File: src/rtl/uart_word_packer.sv
// uart_word_packer: packs BYTES_PER_WORD bytes from uart_rx into one word.
// The first byte received lands in the MSB.
// A partial word is dropped if the gap between its bytes exceeds TIMEOUT_CYC.
// Each finished word is presented on a valid/ready handshake.
// Optional feature macro: PACKER_CHKSUM_EN.
// When it is defined, every word is followed by one XOR checksum byte.
module uart_word_packer #(
  parameter int BYTES_PER_WORD = 4,
  parameter int TIMEOUT_CYC    = 2000,
  parameter int CNT_W          = 12
) (
  input  logic                        clk,
  input  logic                        rst,
  input  logic [7:0]                  rx_data,
  input  logic                        po_flag,
  output logic [8*BYTES_PER_WORD-1:0] word_data,
  output logic                        word_valid,
  input  logic                        word_ready,
  output logic                        overflow,
  output logic                        frame_err,
  output logic                        chk_err
);
  localparam int N = BYTES_PER_WORD;
  localparam int W = 8*N;
`ifdef PACKER_CHKSUM_EN
  localparam int FRAME = N + 1;
`else
  localparam int FRAME = N;
`endif
  localparam int BC_W = (FRAME > 1) ? $clog2(FRAME) : 1;
  localparam logic [BC_W-1:0]  LAST_BYTE = BC_W'(FRAME-1);
  localparam logic [CNT_W-1:0] TO_LAST   = CNT_W'(TIMEOUT_CYC-1);

  typedef enum logic {IDLE, COLLECT} state_t;

  state_t           state, state_nxt;
  logic [BC_W-1:0]  byte_cnt, byte_cnt_nxt;
  logic [CNT_W-1:0] to_cnt, to_cnt_nxt;
  logic [W-1:0]     shreg, shreg_nxt;
  logic [W-1:0]     word_asm;
  logic             frame_done, ferr_nxt, chk_ok, shift_en;
  logic             word_load, ovf_nxt, cerr_nxt;

`ifdef PACKER_CHKSUM_EN
  logic [7:0] xsum;

  // XOR of the data bytes collected so far; compared against the trailing byte.
  always_comb begin
    xsum = '0;
    for (int i = 0; i < N; i++) xsum = xsum ^ shreg[8*i +: 8];
  end

  // The checksum byte never enters the data register; the word is already complete.
  assign shift_en = (byte_cnt != LAST_BYTE);
  assign word_asm = shreg;
  assign chk_ok   = (xsum == rx_data);
`else
  assign shift_en = 1'b1;
  assign word_asm = {shreg[W-9:0], rx_data};
  assign chk_ok   = 1'b1;
`endif

  // Register the FSM state, the byte count, the gap timer and the byte shift register.
  always_ff @(posedge clk) begin
    if (rst) begin
      state    <= IDLE;
      byte_cnt <= '0;
      to_cnt   <= '0;
      shreg    <= '0;
    end else begin
      state    <= state_nxt;
      byte_cnt <= byte_cnt_nxt;
      to_cnt   <= to_cnt_nxt;
      shreg    <= shreg_nxt;
    end
  end

  // Next-state logic. A strobe always beats the timeout terminal cycle.
  always_comb begin
    state_nxt    = state;
    byte_cnt_nxt = byte_cnt;
    to_cnt_nxt   = to_cnt;
    shreg_nxt    = shreg;
    frame_done   = 1'b0;
    ferr_nxt     = 1'b0;
    if (po_flag) begin
      to_cnt_nxt = '0;
      if (shift_en) shreg_nxt = {shreg[W-9:0], rx_data};
      if (byte_cnt == LAST_BYTE) begin
        frame_done   = 1'b1;
        byte_cnt_nxt = '0;
        state_nxt    = IDLE;
      end else begin
        byte_cnt_nxt = byte_cnt + 1'b1;
        state_nxt    = COLLECT;
      end
    end else if (state == COLLECT) begin
      if (to_cnt == TO_LAST) begin
        byte_cnt_nxt = '0;
        to_cnt_nxt   = '0;
        state_nxt    = IDLE;
        ferr_nxt     = 1'b1;
      end else begin
        to_cnt_nxt = to_cnt + 1'b1;
      end
    end
  end

  // A completed word loads if the holding register is empty or is being drained this cycle.
  assign word_load = frame_done & chk_ok & (~word_valid | word_ready);
  assign ovf_nxt   = frame_done & chk_ok & word_valid & ~word_ready;
  assign cerr_nxt  = frame_done & ~chk_ok;

  // Output holding register and the one-cycle error pulses.
  always_ff @(posedge clk) begin
    if (rst) begin
      word_data  <= '0;
      word_valid <= 1'b0;
      overflow   <= 1'b0;
      frame_err  <= 1'b0;
      chk_err    <= 1'b0;
    end else begin
      overflow  <= ovf_nxt;
      frame_err <= ferr_nxt;
      chk_err   <= cerr_nxt;
      if (word_load) begin
        word_data  <= word_asm;
        word_valid <= 1'b1;
      end else if (word_ready) begin
        word_valid <= 1'b0;
      end
    end
  end

endmodule
File: config.mk
export PLATFORM = sky130hd
export DESIGN_NAME = uart_word_packer
export DESIGN_NICKNAME = d
export VERILOG_FILES = /design/src/rtl/uart_word_packer.sv
export SDC_FILE = /design/constraint.sdc
export NUM_CORES = 1
export LEC_CHECK = 0
export ABC_CLOCK_PERIOD_IN_PS = 2000
export CAP_MARGIN = 20
export CELL_PAD_IN_SITES_DETAIL_PLACEMENT = 1
export CELL_PAD_IN_SITES_GLOBAL_PLACEMENT = 1
export CORE_MARGIN = 5
export CORE_UTILIZATION = 40
export DETAILED_ROUTE_END_ITERATION = 10
export PLACE_DENSITY = 0.86
export SLEW_MARGIN = 20
export SYNTH_ARGS = -nofsm -noshare
export SYNTH_HDL_FRONTEND = slang
export SYNTH_SLANG_ARGS = --single-unit
File: constraint.sdc
create_clock -name clk -period 2 [get_ports clk]
set_input_delay 0.2 -clock clk [delete_from_list [all_inputs] [get_ports clk]]
set_output_delay 0.2 -clock clk [all_outputs]
set_load 0.02 [all_outputs]
==> run metrics, run 1 <==
top post-synthesis cells by count=74 x dfxtp_1, 38 x o21ai_0, 35 x nand3_1; Max Root-Sink Buffers=2; ranking of synthesized cells by area=dfxtp_1 51%, mux2i_1 8.2%, o21ai_0 6.5%; cells after synthesis=318; mean area per synthesized cell=9.18 µm²; share of the synthesized area in the top cell type=50.8%; port buffer count=46; status=finished clean; Die Height=95.4 µm; Wirelength per Cell=16.6 µm; clk_lat worst skew=0.33 ns; Critical Path, Cell by Cell=ha_1, nand2_1, or3_1, a211oi_1; Req. time, crit path=2.23 ns; top_reg_cell synth=dfxtp_1; most instantiated library cell after synthesis=dfxtp_1; Slew Limit Headroom=65.4%; Net Sw Power=0.000613 W; GPL Wtd Cong=0.850; global-route usage over all layers=17.6%; crit-path max FO=7; Final setup viols=0; cts bufs inserted=9; cell taking the most area after synthesis=dfxtp_1; CP max-delay cell=dfxtp_1; fin crit period=1.60 ns; Post-synth ARST share=0%; power share of the combinational group=5.1%; core area=7180 µm²; share of cells above drive strength 1=9.72%; RSZ-0062 raised after global routing=no; maximum vdd drop=0.000450 V; clock power share=41.3%; Startpoint Class=flop; Worst Clk Skew=0.00586 ns; Post-Place Worst Slack=0.313 ns; syn_nets=332; antenna diode count=0; Layout area overhead=25.2%; 1st-iter DRT viols=69; post-CTS setup buffers=0; Site Rows=31; Tcrit/Tclk final=79.8%; Worst Max-Slew Pin Slew=0.520 ns; register area share after synthesis=50.8%; pwr/cell area=779 nW/µm²; hold_buf cts=0; vias in the first global route=2527; Die ar.=9110 µm²; first-pass GRT wire length=12.5 mm; via/cell ratio=5.33; CTS root buffer=clkbuf_8; Max Cap Viol=0; final hold vios=0; Final WS setup=0.403 ns; WS Path Type=reg -> reg; detailed-router iteration count before antenna repair=4; Crit path largest cell delay=0.43 ns; crit path DAT=1.83 ns; Fillers=832; DIE WIDTH=95.4 µm; clock sinks=74; crit path capture type=flop; ANT nets after route=0; max-slew violation count=0; final wirelength=7.62 mm; initial antenna violation count=0; largest net degree at the start of global routing=52; H-tree Lvls=3; grt ovf=0; #FFs+latches synth=74; HPWL Detailed=5.25 mm; Setup TNS Final=0 ns; synthesis warning total=0; # IOs=48; Sw Share=21.5%; TritonCTS clock tree=done; synth unique cells=36; P_int=0.00223 W; Hold Crit Class=in -> reg; leakage power=1.29 nW; Seq pwr share=53.6%; Post-synth EDFFs=0; f_max=626 MHz; synthesized area=2920 µm²; Initial Util=40.7%; DRC Markers=0; via count=2446; post-layout net count=370; CTS resizes=0; clock-pin slew on the worst setup and hold paths=0.07 ns
==> worst max-delay path: cells and delay by family (launching register included) <==
| family | cells | cell delay [ns] |
|---|---|---|
| AND/OR/NAND/NOR | 2 | 0.56 |
| AO/OA/AOI/OAI | 1 | 0.28 |
| flip-flops | 1 | 0.43 |
| adder cells (fa/ha/maj) | 1 | 0.23 |
==> logic make-up after synthesis <==
logic type	after synthesis	synth area share (%)
other	1	0.128
DFF	74	50.8
xor gates and xnor gates	3	0.900
AOI/OAI and AO/OA	85	16.3
buffers and inverters	31	5.01
adders and majority gates	2	0.857
and+or+nand+nor	98	17.8
muxes	24	8.23
==> final cells by class <==
type / instances / area (µm²) / area share, %
repair buffers: 56 / 543 / 14.9
clock buffers: 13 / 169 / 4.62
clock inverters: 2 / 35.0 / 0.959
flip-flops and latches: 74 / 1480 / 40.5
multi-input cells: 213 / 1290 / 35.4
inverters: 2 / 7.51 / 0.205
well taps: 99 / 124 / 3.39
==> registers in the layout, summed over array words and instances (netlist names) <==
register    cells
word_data      32
to_cnt         12
byte_cnt        2
overflow        1
state           1
frame_err       1
shreg          24
word_valid      1
==> final timing paths <==
path | from | slack (ns) | cells after the start | to
hold reg to reg | byte_cnt[0]$_SDFFE_PP0P_ | 0.46 | 1 | byte_cnt[0]$_SDFFE_PP0P_
setup reg to reg | to_cnt[1]$_SDFFE_PP0P_ | 0.40 | 4 | to_cnt[6]$_SDFFE_PP0P_
hold / removal | rst | 0.16 | 2 | word_data[20]$_SDFFE_PP0P_
setup / recovery | to_cnt[1]$_SDFFE_PP0P_ | 0.40 | 4 | to_cnt[6]$_SDFFE_PP0P_
==> layer usage <==
metal	wire length [µm]	vias to the layer above	track usage (%)	share of wire, %
met1	3430	1198	21.2	45
li1	-	1204	-	-
met4	82	0	4.38	1.1
met5	0	-	0	0
met3	242	8	5.45	3.2
met2	3860	36	30.6	51
==> cells in the final DEF, fill, tap and decap left out, types with 6 or more instances in the layout <==
cell type        count
clkdlybuf4s50_1     45
clkbuf_8            12
mux2i_1             24
a21oi_1             33
a211oi_1             6
buf_4                9
or3_1                6
o21ai_0             38
nand2_1             10
dfxtp_1             74
nor2_1              25
nand3_1             35
==> power by group through the flow <==
stage               combinational (W)  clock, W  sequential, W
finish                       0.000146   0.00118        0.00152
global route                 0.000159   0.00128        0.00153
CTS                          0.000147   0.00120        0.00152
detailed placement           0.000145         0        0.00156
global placement             0.000140         0        0.00156
floorplan                   0.0000943         0        0.00155
==> metrics by stage <==
stage | util [%] | power [W] | instances | hold slack, ns | instance area (µm²)
floorplan | - | 0.00164 | 318 | 0.347 | 2920
global placement | 48.1 | 0.00170 | 444 | 0.437 | 3450
detailed placement | 48.1 | 0.00170 | 444 | 0.448 | 3450
CTS | 50.9 | 0.00287 | 459 | 0.148 | 3650
global route | 50.9 | 0.00296 | 459 | 0.158 | 3650
finish | 50.9 | 0.00285 | 459 | 0.160 | 3650
Note: power is estimated with default switching activity, not from simulation.
==> run 2, diff against run 1 <==
--- a/config.mk
+++ b/config.mk
@@ -5,14 +5,14 @@
 export SDC_FILE = /design/constraint.sdc
 export NUM_CORES = 1
 export LEC_CHECK = 0
-export ABC_CLOCK_PERIOD_IN_PS = 2000
+export ABC_CLOCK_PERIOD_IN_PS = 1450
 export CAP_MARGIN = 20
 export CELL_PAD_IN_SITES_DETAIL_PLACEMENT = 1
 export CELL_PAD_IN_SITES_GLOBAL_PLACEMENT = 1
 export CORE_MARGIN = 5
-export CORE_UTILIZATION = 40
+export CORE_UTILIZATION = 36
 export DETAILED_ROUTE_END_ITERATION = 10
-export PLACE_DENSITY = 0.86
+export PLACE_DENSITY = 0.82
 export SLEW_MARGIN = 20
 export SYNTH_ARGS = -nofsm -noshare
 export SYNTH_HDL_FRONTEND = slang
==> constraint.sdc (replaced) <==
create_clock -name clk -period 1.45 [get_ports clk]
set_input_delay 0.145 -clock clk [delete_from_list [all_inputs] [get_ports clk]]
set_output_delay 0.145 -clock clk [all_outputs]
set_load 0.02 [all_outputs]
==> run 2 against run 1 <==
- the flow now finishes with violations (negative setup slack)
- first-iteration DRC count up 70%
- via count rose by 3.9%
- critical path depth did not move
- maximum frequency grew 6.9%
- clock power increased by 31%
- worst setup slack worse by 0.45 ns
- non-clock buffer count grew 16
- routed wire length increased by 7.1%
- sequential share of layout area down 1.5 points
- critical path type unchanged
==> run metrics, run 2 (synthesis gave the netlist of run 1 again) <==
via count=2542 (+3.9%); crit-path max FO=5 (-2); Critical Path, Cell by Cell=or4b_4, nor4_4, buf_4, nor3_1; final hold vios=0 (unchanged); clock power share=40.0% (-1.3 points); DIE WIDTH=100 µm (+4.8%); Largest regs=word_data x32, shreg x24, to_cnt x12; max-slew violation count=0 (unchanged); Site Rows=32 (+3.2%); clock-pin slew on the worst setup and hold paths=0.08 ns (about the same); clk_lat worst skew=0.36 ns (+0.03 ns); commonest non-fill, non-tap cell in the layout=dfxtp_1; Tcrit/Tclk final=103% (+23 points); core area=7810 µm² (+8.8%); final wirelength=8.16 mm (+7.1%); Max Root-Sink Buffers=2 (unchanged); Startpoint Class=flop; depth of the most critical reg-to-reg path=4 (unchanged); hold_buf cts=0 (unchanged); first-pass GRT wire length=13.5 mm (+8.2%); vias in the first global route=2675 (+5.9%); initial antenna violation count=0 (unchanged); leakage power=1.55 nW (+20%); 1st-iter DRT viols=117 (+70%); Crit path largest cell delay=0.55 ns (+0.12 ns); Critical Path End=to_cnt[0]$_SDFFE_PP0P_; Wirelength per Cell=17.0 µm (+2.7%); worst hold slack=0.0338 ns (-0.126 ns); Worst Clk Skew=0.0110 ns (+0.00510 ns); P_int=0.00293 W (+31%); post-layout net count=386 (+4.3%); crit path capture type=flop; non-filler cells, final=479 (+4.4%); Most flops, register=word_data; clock sinks=74 (unchanged); # IOs=48 (unchanged); DRC Markers=0 (unchanged); Die ar.=10000 µm² (+9.9%); H-tree Lvls=3 (unchanged); worst setup path startpoint=to_cnt[4]$_SDFFE_PP0P_; cts bufs inserted=9 (unchanged); Hold Crit Class=in -> reg; commonest non-fill, non-tap cells in the layout=67 x dfxtp_1, 37 x o21ai_0, 35 x nand3_1; Initial Util=37.4% (-3.3 points); Worst Max-Slew Pin Slew=0.566 ns (+0.0460 ns); Post-Place Worst Slack=-0.0877 ns (-0.401 ns); antenna diode count=0 (unchanged); Slew Limit Headroom=62.3% (-3.1 points); f_max=670 MHz (+6.9%); maximum vdd drop=0.000434 V (-3.5%); status=finished with violations; detailed-router iteration count before antenna repair=4 (unchanged); Layout area overhead=30.9%; pwr/cell area=1020 nW/µm² (+30%); worst r2r src=to_cnt[4]$_SDFFE_PP0P_; fin crit period=1.49 ns (-0.104 ns); Die Height=100 µm (+4.8%); power share of the combinational group=5.9% (+0.8 points); share of cells above drive strength 1=16.2% (+6.5 points); ANT nets after route=0 (unchanged); port buffer count=46 (unchanged); Cells after DPL=461 (+3.8%); CTS root buffer=clkbuf_8; Sw Share=24.5% (+2.9 points); failing checks=negative setup slack; Final WS setup=-0.0432 ns (-0.446 ns); largest net degree at the start of global routing=58 (+12%); Seq pwr share=54.1% (+0.5 points); Req. time, crit path=1.68 ns (-0.55 ns); via/cell ratio=5.31 (-0.41%); RSZ-0062 raised after global routing=yes; grt ovf=0 (unchanged); WS Path Type=reg -> reg; Final Power=0.00388 W (+36%); Final setup viols=9 (+9); TritonCTS clock tree=done; FF-to-FF End=to_cnt[0]$_SDFFE_PP0P_; Net Sw Power=0.000950 W (+55%); HPWL Detailed=5.43 mm (+3.4%); CP max-delay cell=or4b_4; global-route usage over all layers=17.0% (-0.60 points); Max Cap Viol=0 (unchanged); crit path DAT=1.72 ns (-0.11 ns); max FFs per register=32 (unchanged); GPL Wtd Cong=0.788 (-7.3%); R2R setup slack=-0.04 ns (-0.45 ns)
run 2: changes by cell type in the layout (fill, tap and decap cells not counted), moves of 6 or more:
cell             before  now
dlygate4sd2_1         0   34
dfxtp_1              74   67
dfxtp_2               0    7
clkdlybuf4s50_1      45   11
buf_12                1    7
buf_4                 9   18
run 2: worst min path at each step:
| stage | from | endpoint | cells after the start |
|---|---|---|---|
| after floorplan | rx_data[0] | shreg[0]$_SDFFE_PP0P_ | 2 |
| after global placement | rst | state$_SDFF_PP0_ | 2 |
| after detailed placement | rst | state$_SDFF_PP0_ | 2 |
| after CTS | rst | state$_SDFF_PP0_ | 2 |
| after global routing | rst | state$_SDFF_PP0_ | 2 |
| final | rst | state$_SDFF_PP0_ | 2 |
run 2: power groups by stage:
stage	clock network, W	registers (W)	logic, W
after floorplan	0	0.00214	0.000130
after global placement	0	0.00214	0.000222
after detailed placement	0	0.00215	0.000230
after CTS	0.00158	0.00210	0.000231
after global routing	0.00165	0.00211	0.000253
final	0.00155	0.00210	0.000229
run 2: per-stage QoR:
| step | TNS (ns) | utilization [%] | instance area (µm²) |
|---|---|---|---|
| floorplan | 0 | - | 2920 |
| detailed placement | -1.20 | 46.5 | 3630 |
| finish | -0.167 | 48.9 | 3820 |
| global placement | -0.131 | 46.5 | 3630 |
| CTS | -0.0371 | 48.8 | 3810 |
| global route | -0.715 | 48.9 | 3820 |
run 2: critical path, delay by kind of cell (launching register included):
family | cells | cell delay, ns
buffers and inverters | 1 | 0.21
flip-flops | 1 | 0.35
AND/OR/NAND/NOR | 3 | 0.82
run 2: metal layers:
metal	share of wire, %	up-vias	track usage, %
li1	-	1236	-
met1	45	1250	20.9
met2	50	44	28.5
met3	2.5	12	3.54
met4	1.8	0	8.08
met5	0	-	0
run 2: layout make-up:
cell class                 count  area, µm²
tap                          102        128
timing repair buffer          72        699
sequential                    74       1490
multi-input combinational    213       1310
fill                         904       3990
inverter                       2       7.51
clock buffer                  12        165
clock inverter                 4       25.0
run 2: what timing repair did:
| action | CTS | global route |
|---|---|---|
| setup buffers | 1 | 1 |
| resized for setup | 44 | 1 |
| setup endpoints to repair | 44 | 16 |
| endpoints found under the hold margin | 0 | 0 |
| pin swaps | 1 | 1 |
